[config.mk]
export PLATFORM = sky130hd
export DESIGN_NAME = mem_stage
export DESIGN_NICKNAME = d
export VERILOG_FILES = /design/src/rtl/mem_stage.sv
export SDC_FILE = /design/constraint.sdc
export NUM_CORES = 1
export LEC_CHECK = 0
export BUFFER_PORTS_ARGS = -buffer_cell sky130_fd_sc_hd__buf_4
export CORE_ASPECT_RATIO = 2
export CORE_MARGIN = 3
export CORE_UTILIZATION = 46
export CTS_BUF_LIST = sky130_fd_sc_hd__clkbuf_8
export DETAILED_ROUTE_END_ITERATION = 10
export GPL_TIMING_DRIVEN = 0
export PLACE_DENSITY_LB_ADDON = 0.3
export SYNTH_ARGS = -nofsm -noshare
export SYNTH_HDL_FRONTEND = slang
export SYNTH_SLANG_ARGS = --single-unit
[constraint.sdc]
create_clock -name clk -period 2.05 [get_ports clk]
set_input_delay 0.205 -clock clk [delete_from_list [all_inputs] [get_ports clk]]
set_output_delay 0.205 -clock clk [all_outputs]
set_load 0.01 [all_outputs]
[src/rtl/mem_stage.sv]
// mem_stage: memory-access pipeline stage.
// Captures one upstream transaction when idle. It then either issues a
// single memory read or write, or passes a non-memory op straight through.
// The result is held for the next stage until that stage accepts it.
//
// Ports
//   clk, arst_n            clock, asynchronous active-low reset
//   rdy / free             upstream valid / this stage can accept (IDLE only)
//   pc_i, ar_i, ir_i, ibr_i  upstream PC, accumulator, instruction, operand buffer
//   mem_read, mem_write    memory opcode class of the incoming transaction
//   addr_sel               0: address from ibr_i, 1: address from ar_i
//   pc_o, ar_o, ir_o, ibr_o  registered copies for the next stage
//   rd_data_o              load data (0 for stores, aborts and non-memory ops)
//   err_o                  transaction aborted (timeout or read+write together)
//   rdy_next / free_next   output valid / downstream can accept
//   mem_addr, mem_data_o, mem_we, mem_req, mem_data_i, mem_ack  memory port
module mem_stage #(
   parameter int DW      = 8,
   parameter int AW      = 8,
   parameter int TIMEOUT = 15
) (
   input  logic          clk,
   input  logic          arst_n,
   input  logic          rdy,
   output logic          free,
   input  logic [AW-1:0] pc_i,
   input  logic [DW-1:0] ar_i,
   input  logic [7:0]    ir_i,
   input  logic [DW-1:0] ibr_i,
   input  logic          mem_read,
   input  logic          mem_write,
   input  logic          addr_sel,
   output logic [AW-1:0] pc_o,
   output logic [DW-1:0] ar_o,
   output logic [7:0]    ir_o,
   output logic [DW-1:0] ibr_o,
   output logic [DW-1:0] rd_data_o,
   output logic          err_o,
   output logic          rdy_next,
   input  logic          free_next,
   output logic [AW-1:0] mem_addr,
   output logic [DW-1:0] mem_data_o,
   input  logic [DW-1:0] mem_data_i,
   output logic          mem_we,
   output logic          mem_req,
   input  logic          mem_ack
);

   typedef enum logic [1:0] {
      IDLE   = 2'd0,
      ACCESS = 2'd1,
      HOLD   = 2'd2
   } state_t;

   // The counter value at which the next ack-less edge aborts the access.
   localparam logic [7:0] TO_LAST = 8'(TIMEOUT - 1);

   state_t        state;
   logic [7:0]    cnt;
   logic [DW-1:0] addr_src;
   logic [AW-1:0] sel_addr;

   assign addr_src = addr_sel ? ar_i : ibr_i;

   // Fit the DW-bit address source onto the AW-bit memory address.
   generate
      if (AW > DW) begin : g_zext
         assign sel_addr = {{(AW-DW){1'b0}}, addr_src};
      end else begin : g_trunc
         assign sel_addr = addr_src[AW-1:0];
      end
   endgenerate

   assign free = (state == IDLE);

   always_ff @(posedge clk or negedge arst_n) begin
      if (!arst_n) begin
         state      <= IDLE;
         cnt        <= '0;
         pc_o       <= '0;
         ar_o       <= '0;
         ir_o       <= '0;
         ibr_o      <= '0;
         rd_data_o  <= '0;
         err_o      <= 1'b0;
         rdy_next   <= 1'b0;
         mem_addr   <= '0;
         mem_data_o <= '0;
         mem_we     <= 1'b0;
         mem_req    <= 1'b0;
      end else begin
         case (state)
            IDLE: begin
               if (rdy) begin
                  pc_o      <= pc_i;
                  ar_o      <= ar_i;
                  ir_o      <= ir_i;
                  ibr_o     <= ibr_i;
                  err_o     <= 1'b0;
                  rd_data_o <= '0;
                  cnt       <= '0;
                  if (mem_read && mem_write) begin
                     err_o    <= 1'b1;
                     rdy_next <= 1'b1;
                     state    <= HOLD;
                  end else if (mem_read || mem_write) begin
                     mem_req    <= 1'b1;
                     mem_we     <= mem_write;
                     mem_addr   <= sel_addr;
                     mem_data_o <= ar_i;
                     state      <= ACCESS;
                  end else begin
                     rdy_next <= 1'b1;
                     state    <= HOLD;
                  end
               end
            end
            ACCESS: begin
               // An ack takes priority over a timeout on the same edge.
               if (mem_ack) begin
                  mem_req  <= 1'b0;
                  mem_we   <= 1'b0;
                  if (!mem_we) begin
                     rd_data_o <= mem_data_i;
                  end
                  rdy_next <= 1'b1;
                  state    <= HOLD;
               end else if (cnt == TO_LAST) begin
                  mem_req   <= 1'b0;
                  mem_we    <= 1'b0;
                  err_o     <= 1'b1;
                  rd_data_o <= '0;
                  rdy_next  <= 1'b1;
                  state     <= HOLD;
               end else begin
                  cnt <= cnt + 8'd1;
               end
            end
            HOLD: begin
               if (free_next) begin
                  rdy_next <= 1'b0;
                  state    <= IDLE;
               end
            end
            default: state <= IDLE;
         endcase
      end
   end

endmodule

# Word-level counts from Yosys, hierarchy flattened
# Cells that the tools add are included.
# Widths: inputs -> output; s select.
[word_totals]
reg_bits = 70
latchBits = 0
ram_bits = 0
mem_bits_ro = 0
input_bits = 48
out_inout_bits = 61
word_cells = 78
mem_count = 0
[op_classes]
n_addsub = 1
multipliers = 0
div_mod_pow = 0
order_cmp = 0
n_eq_ne = 13
n_shift = 0
muxes = 37
n_bitwise = 1
n_reduce_logical = 13
[ops]
columns = ["cell", "count"]
rows = [
  ["$mux 8", 7],
  ["$pmux 8 s2", 2],
  ["$mux 1", 17],
  ["$reduce_and 4->1", 4],
  ["$mux 2", 6],
  ["$ne 2x2->1 const B", 6],
  ["$reduce_and 5->1", 2],
  ["$ne 3x3->1 const B", 3],
  ["$add 8x1->8 const B", 1],
  ["$eq 8x4->1 const B", 1],
  ["$pmux 1 s2", 3],
  ["$pmux 2 s3", 1],
  ["$pmux 1 s3", 1],
  ["$reduce_and 3->1", 1],
  ["$reduce_bool 3->1", 1],
  ["$eq 2x1->1 const B", 1],
  ["$eq 2x2->1 const B", 1],
  ["$logic_not 2->1", 1],
  ["$ne 2x1->1 const B", 1],
  ["$reduce_and 2->1", 1],
  ["$reduce_bool 2->1", 1],
  ["$logic_and 1x1->1", 1],
  ["$logic_or 1x1->1", 1],
  ["$not 1->1", 1],
]

# Longest topological paths before layout
[depth]
ltp_word = 5
mapped_depth = 7
ltp_nobuf = 6

# Worst setup path after synthesis
# No wires, ideal clock.
[synth_timing]
path_type = "reg-to-reg"
from = "register cnt[0]"
to = "register rd_data_o[0]"
setup_time_ns = 0.121
arrival_time_ns = 2.003
required_time_ns = 1.929
setup_slack_ns = -0.074
stages_incl_launch_ff = 7
path_cell_list = "dfrtp_1 inv_1 ha_1 or4b_4 or4_4 a211o_1 a22o_1"
[synth_between]
elab_chain_len = 3
[synth_rtl]
columns = ["element", "line_no", "text"]
rows = [
  ["start, declared", "59", "logic [7:0] cnt;"],
  ["start signal, assigned", "136", "cnt <= cnt + 8'd1;"],
  ["$eq 8x4->1", "128", "end else if (cnt == TO_LAST) begin"],
  ["$ne 3x3->1 (no source line)", "--", ""],
  ["$reduce_and 4->1 (no source line)", "--", ""],
  ["end signal, assigned", "124", "rd_data_o <= mem_data_i;"],
  ["end, declared", "37", "output logic [DW-1:0] rd_data_o,"],
]
# Every way passes these cells.
# A chain may end at the register's enable or synchronous reset.

# Worst setup path in the final report
[layout_timing]
from = "register cnt[0]"
to = "register rd_data_o[5]"
# Same word-level chain as after synthesis.

==> out/metrics.yaml <==
synth:
  syn_inst: 299
  async_reset_ff_frac: 1.00
  synth_edf_count: 0
  synth_nets: 351
  yosysWarnings: 0
  ys_types: 38
  seq_area_frac_synth: 0.585
  synth.avg_cell_area_um2: 10.0
  ys_dominant_reg_cell: "dfrtp_1"
  syn_area_um2: 3000
  ys_ff_latch: 70
route:
  antenna_left: 0
  first_pass_iters: 4
  drc: 0
  vias_per_cell: 5.05
  num_vias: 2616
  dr.first_iter.drc_count: 128
  wl_mm: 8.11
  avgRoutedWirePerCell_um: 15.7
floorplanning:
  coreArea_um2: 6310
  die-area_um2: 7580
  io_pins: 109
  placement_rows: 41
  die_width_um: 63.1
  initial_core_util: 0.475
  chipHeight_um: 120
clock_tree:
  clkTransAtPathRegs_ps: 70
  clk_latency_ps: 340
  cts.sinks: 70
  htree_levels: 3
  cts_buffers: 9
  cts_tree: "built"
  clock-root-buffer: "clkbuf_8"
  clockBufferDepth: 2
  holdBufCountCts: 0
placed_design:
  hpwlAfterDp_mm: 5.88
  port_buffers: 107
  place_area_um2: 3910
  preCtsSetupSlack_ps: -259
  gp_congestion: 0.846
timing:
  hold_viol: 21
  tightest_slew_ps: 913
  fin_crit_sh: 1.08
  rsz0062_at_grt: "true"
  skew_ps: 5.69
  slew_headroom: 0.390
  finalSetupViolCount: 14
  fmax_ghz: 0.452
  worst_slack_ps: -163
  finalCriticalPeriod_ps: 2210
  report.final.slew_viol_count: 0
  hold_slack_ps: -24.6
  tns_ps: -1490
cells_and_area:
  n_antenna_cell: 0
  final_util: 0.671
  nFillCells: 546
  final_common_cell: "buf_4"
  final_cell_mix: "buf_4 (116), nand2_1 (103), dfrtp_1 (69)"
  nNetsFinal: 479
  design_area_um2: 4230
  final_layout_size_suffix_gt1_frac: 0.380
  area_delta_synth_final_pct: 41.3
worst_setup_path:
  r2r_start: "cnt[0]$_DFFE_PN0P_"
  crit_type: "register to register"
  crit_fanout: 8
  rrSetupSlack_ps: -160
  crit_arrival_ps: 2440
  startpoint_type: "register"
  worstPathRequired_ps: 2280
  cp-end-kind: "register"
  worstSetupStartpoint: "cnt[0]$_DFFE_PN0P_"
power_and_ir_drop:
  power.density_nw_per_um2: 1370
  power_leakage_nw: 2.20
  p_total_mw: 5.78
  peakVddDrop_uv: 777
global_route:
  grt_pass1_vias: 2687
  antenna_found_initial: 0
  grt_max_degree: 71
  grt_pass1_wl_mm: 12.7
  grt_use_total: 0.218
  grt_overflow: 0
min_path:
  hold_path_class: "primary input to async pin"
status:
  violations: "hold timing, setup timing"
  run_status: "finished, violations left"
run:
  drv_cap: 0
[cells by family (layout without fill, tap and decap cells)]
family / after synthesis / count (layout) / share of synthesized area
buffers and inverters: 22 / 155 / 0.0313
AO/OA/AOI/OAI: 42 / 42 / 0.0906
XOR/XNOR: 1 / 1 / 0.00292
adder cells (fa/ha/maj): 4 / 4 / 0.0167
AND/OR/NAND/NOR: 142 / 142 / 0.210
flip-flops: 70 / 70 / 0.585
multiplexers: 18 / 18 / 0.0635
[layout make-up]
type | instances | area (um^2) | share of cell area
clock inverters | 5 | 31.3 | 0.00739
clock buffers | 11 | 151 | 0.0358
well taps | 86 | 108 | 0.0254
multi-input cells | 207 | 1190 | 0.281
flip-flops and latches | 70 | 1750 | 0.414
plain buffers | 12 | 65.1 | 0.0154
inverters | 8 | 30.0 | 0.00709
repair buffers | 119 | 905 | 0.214
[flip-flops by register name, indices dropped and copies added (netlist names), 8 cells and up]
name and count:
rd_data_o 8, ir_o 8, pc_o 8, cnt 8, ibr_o 8, ar_o 8
mem_addr 8, mem_data_o 8
[critical path: stages (launching register included)]
cell     delay, ps
dfrtp_2        420
inv_2           50
ha_1           120
or4b_4         460
or4_4          450
a211o_4        400
a22o_1         210
[worst paths after layout]
kind,endpoint,cells past startpoint
setup / recovery,rd_data_o[5]$_DFFE_PN0P_,6
min in group clk,state[1]$_DFFE_PN0P_,2
hold reg to reg,ibr_o[6]$_DFFE_PN0P_,2
hold / removal,ibr_o[2]$_DFFE_PN0P_,1
setup reg to reg,rd_data_o[5]$_DFFE_PN0P_,6
max in group asynchronous,cnt[0]$_DFFE_PN0P_,1
[power by group]
part,switching (mW),internal [mW],leakage [nW]
logic,1.27,1.23,1.23
registers,0.320,1.94,0.871
clock network,0.512,0.503,0.0955
total,2.10,3.68,2.20
[layer usage]
metal / track usage / wire, um / vias up
met5: 0 / 0 / -
met4: 0.111 / 187 / 0
met3: 0.0478 / 477 / 18
met2: 0.405 / 4700 / 84
met1: 0.223 / 2740 / 1259
li1: - / - / 1255
[per-stage QoR]
step / hold slack [ps] / cells
after floorplan: -90.6 / 299
after global placement: 388 / 492
after detailed placement: 384 / 492
after CTS: 15.3 / 512
after global routing: 31.2 / 518
final: -24.6 / 518
[repair_timing]
action / in CTS / in global routing
resized for setup: 7 / 14
setup buffers: 6 / 5
gates cloned: 0 / 1
setup endpoints to repair: 41 / 30
pin swaps: 2 / 4
[cells in the mapped netlist (all sizes together) (2+ instances only)]
cell | number | area share
ha | 4 | 0.017
nand3 | 5 | 0.0083
buf | 8 | 0.014
or3 | 4 | 0.0092
nor3b | 5 | 0.013
nor2 | 14 | 0.018
clkbuf | 6 | 0.0075
dfrtp | 70 | 0.58
and4 | 2 | 0.0063
a22o | 8 | 0.023
mux2 | 8 | 0.030
mux2i | 10 | 0.033
inv | 8 | 0.010
nor4 | 2 | 0.0042
a21oi | 15 | 0.025
o31ai | 3 | 0.0092
nand2 | 103 | 0.13
o21ai | 9 | 0.015
(Power assumes the default switching activity.)
